`config.mk`:
```
export PLATFORM = sky130hd
export DESIGN_NAME = vote_argmax
export DESIGN_NICKNAME = d
export VERILOG_FILES = /design/src/rtl/vote_argmax.sv
export SDC_FILE = /design/constraint.sdc
export NUM_CORES = 1
export LEC_CHECK = 0
export CAP_MARGIN = 20
export CORE_MARGIN = 2
export CORE_UTILIZATION = 24
export CTS_CLUSTER_SIZE = 14
export DETAILED_ROUTE_END_ITERATION = 8
export PLACE_DENSITY_LB_ADDON = 0.3
export REMOVE_ABC_BUFFERS = 1
export SYNTH_ARGS = -nofsm -noshare
export SYNTH_HDL_FRONTEND = slang
export SYNTH_SLANG_ARGS = --single-unit
```
`constraint.sdc`:
```
create_clock -name clock_i -period 1.5 [get_ports clock_i]
set_clock_uncertainty 0.05 [all_clocks]
set_input_delay 0.3 -clock clock_i [delete_from_list [all_inputs] [get_ports clock_i]]
set_output_delay 0.3 -clock clock_i [all_outputs]
set_load 0.05 [all_outputs]
```
`src/rtl/vote_argmax.sv`:
```
// vote_argmax: argmax over a stream of per-class ones-counts.
// Accepts NUM_CLASSES counts per round over a valid handshake. It keeps the
// running maximum (the lowest index wins a tie) and pulses result_valid_o
// when the round is complete.
//
// state   | meaning
// --------+------------------------------------------------------------
// IDLE    | waiting for start_i; results of the last round are held
// COLLECT | accepting count beats; ready_o/busy_o high; stalls allowed
// DONE    | single-cycle result_valid_o pulse; start_i chains a round
module vote_argmax #(
  parameter  int COUNT_WIDTH = 4,
  parameter  int NUM_CLASSES = 4,
  localparam int CLASS_WIDTH = $clog2(NUM_CLASSES)
) (
  input  logic                   clock_i,
  input  logic                   reset_i,
  input  logic                   start_i,
  input  logic                   count_valid_i,
  input  logic [COUNT_WIDTH-1:0] count_i,
  output logic                   ready_o,
  output logic                   busy_o,
  output logic                   result_valid_o,
  output logic [CLASS_WIDTH-1:0] class_o,
  output logic [COUNT_WIDTH-1:0] max_count_o,
  output logic                   tie_o
);

  typedef enum logic [1:0] {
    IDLE    = 2'd0,
    COLLECT = 2'd1,
    DONE    = 2'd2
  } state_t;

  localparam logic [CLASS_WIDTH-1:0] LAST_BEAT = CLASS_WIDTH'(NUM_CLASSES - 1);

  state_t                 state;
  logic [CLASS_WIDTH-1:0] beat_idx;

  // Round sequencing, running max/argmax/tie and registered status outputs.
  // max_count_o is the max register itself, so the running value is visible.
  always_ff @(posedge clock_i) begin
    if (reset_i) begin
      state          <= IDLE;
      beat_idx       <= '0;
      ready_o        <= 1'b0;
      busy_o         <= 1'b0;
      result_valid_o <= 1'b0;
      class_o        <= '0;
      max_count_o    <= '0;
      tie_o          <= 1'b0;
    end else begin
      result_valid_o <= 1'b0;
      case (state)
        IDLE, DONE: begin
          if (start_i) begin
            state       <= COLLECT;
            ready_o     <= 1'b1;
            busy_o      <= 1'b1;
            beat_idx    <= '0;
            class_o     <= '0;
            max_count_o <= '0;
            tie_o       <= 1'b0;
          end else begin
            state <= IDLE;
          end
        end
        COLLECT: begin
          if (count_valid_i) begin
            if (beat_idx == '0) begin
              max_count_o <= count_i;
              class_o     <= '0;
              tie_o       <= 1'b0;
            end else if (count_i > max_count_o) begin
              max_count_o <= count_i;
              class_o     <= beat_idx;
              tie_o       <= 1'b0;
            end else if (count_i == max_count_o) begin
              tie_o <= 1'b1;
            end
            if (beat_idx == LAST_BEAT) begin
              state          <= DONE;
              ready_o        <= 1'b0;
              busy_o         <= 1'b0;
              result_valid_o <= 1'b1;
              beat_idx       <= '0;
            end else begin
              beat_idx <= beat_idx + CLASS_WIDTH'(1);
            end
          end
        end
        default: begin
          state   <= IDLE;
          ready_o <= 1'b0;
          busy_o  <= 1'b0;
        end
      endcase
    end
  end

endmodule

```
==> results.py <==
metrics = {
    "run_status": {
        "status": "finished, violations left",
        "violations": "negative setup slack",
    },
    "critical_path": {
        "crit_fanout": 6,
        "cp.required_ps": 1610,
        "critPathMaxStageDelay_ps": 330,
        "crit_chain": "inv_2 > ha_4 > and2b_2 > o211ai_1 > a211o_1 > buf_6 > mux2i_1",
        "critical_path_buf_inv_count": 2,
        "cp.depth": 7,
        "startpoint_type": "flop",
        "critPathTopFamily": "compound AO/OA/AOI/OAI gates",
        "reg2reg_from": "max_count_o[1]$_SDFFE_PP0P_",
        "r2r_slack_ps": -80,
        "end_kind": "flop",
        "crit_type": "flop to flop",
        "worst-endpoint-arrival_ps": 1690,
        "worstReg2RegEnd": "max_count_o[0]$_SDFFE_PP0P_",
        "slowest_stage": "dfxtp_2",
        "ff2ff_path_depth": 7,
    },
    "die": {
        "die-width_um": 57.5,
        "dieArea_um2": 3310,
        "core_um2": 2730,
        "ios": 18,
        "die_h_um": 57.5,
        "start_util": 0.251,
        "rows": 19,
    },
    "pwr": {
        "p_per_area_nw_per_um2": 677,
        "p_switching_mw": 0.218,
        "comb_power_share": 0.277,
        "power_report.internal_total_mw": 0.578,
        "peakVddDrop_uv": 568,
        "p_leak_nw": 0.503,
        "seq_power_share": 0.463,
        "swShare": 0.274,
        "pwr-share-clk": 0.260,
    },
    "timing": {
        "fin_setup_tns_ps": -440,
        "period_needed_ps": 1580,
        "rsz0062_at_grt": "yes",
        "maxSlewHeadroom": 0.840,
        "drv_slew": 0,
        "tightest_slew_ps": 238,
        "hold_viol": 0,
        "fin_ws_ps": -83.5,
        "hold_ws_ps": 364,
        "setup_viol": 7,
        "fmax_ghz": 0.632,
        "period_share": 1.06,
    },
    "route": {
        "drt_first_iter_violations": 7,
        "drc": 0,
        "drtPass1Iterations": 3,
        "final_antenna_net_count": 0,
        "avgRoutedWirePerCell_um": 11.0,
        "viasPerCell": 4.33,
        "vias": 615,
        "routed_wl_mm": 1.56,
    },
    "final_layout": {
        "fillerInstances": 277,
        "syn_to_final_growth_pct": 71.2,
        "multi_input_area_um2": 425,
        "final_util": 0.430,
        "nNetsFinal": 126,
        "insertedDiodeCount": 0,
        "drive_gt1_frac": 0.432,
        "ff_latch_area_um2": 267,
        "finalInstanceArea_um2": 1180,
    },
    "clocking": {
        "h-tree-depth": 1,
        "cts_tree": "done",
        "cts_max_path_buffers": 2,
        "numClockSinks": 13,
        "ctsRootBufferMaster": "clkbuf_4",
        "holdBufCountCts": 0,
        "insertion_delay_ps": 270,
        "cts.clk_slew.worst_paths_ps": 70,
        "cts_buffers": 3,
    },
    "place": {
        "dpl.hpwl_mm": 1.25,
        "dp_slack_ps": -562,
        "dpl_cell_area_um2": 1080,
        "gp_congestion": 0.719,
        "io_buffer_count": 17,
    },
    "logic_synthesis": {
        "synth_cells": 76,
        "synth.distinct_cells": 21,
        "yosysTopAreaCellShare": 0.379,
        "synth_seq_cells": 13,
        "synth-seq-area-share": 0.379,
        "avgSynthCellArea_um2": 9.04,
        "yosys_warnings": 0,
        "synth_area_leaders": "dfxtp_1, ha_1, mux2i_1",
        "post-synth-top-area-cell": "dfxtp_1",
        "netlist_area_um2": 687,
    },
    "hold_path": {
        "min_to": "max_count_o[2]$_SDFFE_PP0P_",
        "worstHoldStart": "count_i[2]",
        "hold_class": "primary input to flop",
        "holdPathStages": 3,
    },
    "global_routing": {
        "grt_max_degree": 8,
        "grt_pass1_wl_mm": 2.66,
        "track_usage": 0.106,
        "first_global_vias": 614,
        "grt-ovfl-total": 0,
        "antenna_found_initial": 0,
    },
    "job": {
        "maxCapViolations": 0,
    },
}
==> cells in the final DEF (no fill, tap or decap), drive strengths merged <==
master | netlist | final
and2b | 3 | 3
clkdlybuf4s50 | 0 | 3
dlygate4sd2 | 0 | 4
dfxtp | 13 | 13
clkbuf | 0 | 4
buf | 3 | 27
and3b | 1 | 1
nor3 | 3 | 3
a211oi | 1 | 1
nand4 | 1 | 1
nor2 | 4 | 4
o211ai | 2 | 2
a21oi | 5 | 5
nand2 | 10 | 10
nand2b | 8 | 8
ha | 6 | 6
mux2i | 6 | 6
a21o | 1 | 1
or4 | 1 | 1
a211o | 1 | 1
inv | 6 | 6
o21bai | 1 | 1
==> sequential cells by signal, summed over array words and instances, names as in the netlist <==
register	flops
class_o	2
busy_o	1
state	2
tie_o	1
beat_idx	2
max_count_o	4
result_valid_o	1
==> worst max-delay path by stage <==
stage / slack, ps / start / to
final: -80 / max_count_o[1]$_SDFFE_PP0P_ / max_count_o[0]$_SDFFE_PP0P_
after global routing: -160 / max_count_o[1]$_SDFFE_PP0P_ / max_count_o[1]$_SDFFE_PP0P_
after CTS: -90 / max_count_o[1]$_SDFFE_PP0P_ / max_count_o[0]$_SDFFE_PP0P_
after detailed placement: -560 / count_i[1] / max_count_o[0]$_SDFFE_PP0P_
after global placement: -550 / count_i[1] / max_count_o[0]$_SDFFE_PP0P_
after floorplan: -500 / max_count_o[1]$_SDFFE_PP0P_ / tie_o$_SDFFE_PP0P_
==> worst reg2reg max path: stages, from the launching register on <==
cell and delay (ps):
dfxtp_2 330, inv_2 50, ha_4 260, and2b_2 130
o211ai_1 70, a211o_1 320, buf_6 150, mux2i_1 120
==> what timing repair did <==
action / 4_1_cts / 5_1_grt
buffers inserted: 1 / 1
endpoints found under the hold margin: 0 / 0
gates resized for setup: 10 / 8
endpoints found under the setup margin: 7 / 8
pin swaps: 4 / 8
==> cells in the mapped netlist <==
cell and instances:
and3b_2 1, buf_6 1, a211o_1 1, ha_1 6
dfxtp_1 13, nand2b_1 8, a211oi_1 1, and2b_2 3
mux2i_1 6, nand4_1 1, a21oi_2 1, a21oi_1 4
buf_4 2, nor2_1 4, nor3_1 3, o211ai_1 2
or4_1 1, nand2_1 10, o21bai_1 1, inv_1 6
a21o_1 1
==> stage by stage <==
| step | power (mW) | cells |
|---|---|---|
| floorplan | 0.467 | 73 |
| global placement | 0.576 | 136 |
| detailed placement | 0.580 | 136 |
| CTS | 0.798 | 141 |
| global route | 0.844 | 142 |
| finish | 0.797 | 142 |
==> routing by layer <==
metal  track usage  routed length, um
met1         0.131                677
met2         0.170                798
met3        0.0340                 59
met4        0.0399                 29
met5             0                  0
==> cell families after synthesis <==
group | after synthesis | share of synthesized area
muxes | 6 | 0.0874
buffers and inverters | 9 | 0.0710
AOI/OAI and AO/OA | 11 | 0.109
adders and majority gates | 6 | 0.109
DFF | 13 | 0.379
and+or+nand+nor | 31 | 0.244
==> power by group through the flow <==
| stage | Combinational, mW | Sequential [mW] | Clock, mW |
|---|---|---|---|
| 2_1_floorplan | 0.0644 | 0.403 | 0 |
| 3_3_place_gp | 0.202 | 0.374 | 0 |
| 3_5_place_dp | 0.206 | 0.375 | 0 |
| 4_1_cts | 0.215 | 0.367 | 0.217 |
| 5_1_grt | 0.240 | 0.371 | 0.234 |
| 6_report | 0.221 | 0.369 | 0.207 |
==> layout make-up <==
| type | instances | area share |
|---|---|---|
| inverter | 6 | 0.0191 |
| multi-input combinational | 54 | 0.362 |
| tap | 31 | 0.0330 |
| timing repair buffer | 34 | 0.337 |
| clock buffer | 4 | 0.0223 |
| sequential | 13 | 0.227 |
No activity file was read; power rests on OpenSTA's default activity.
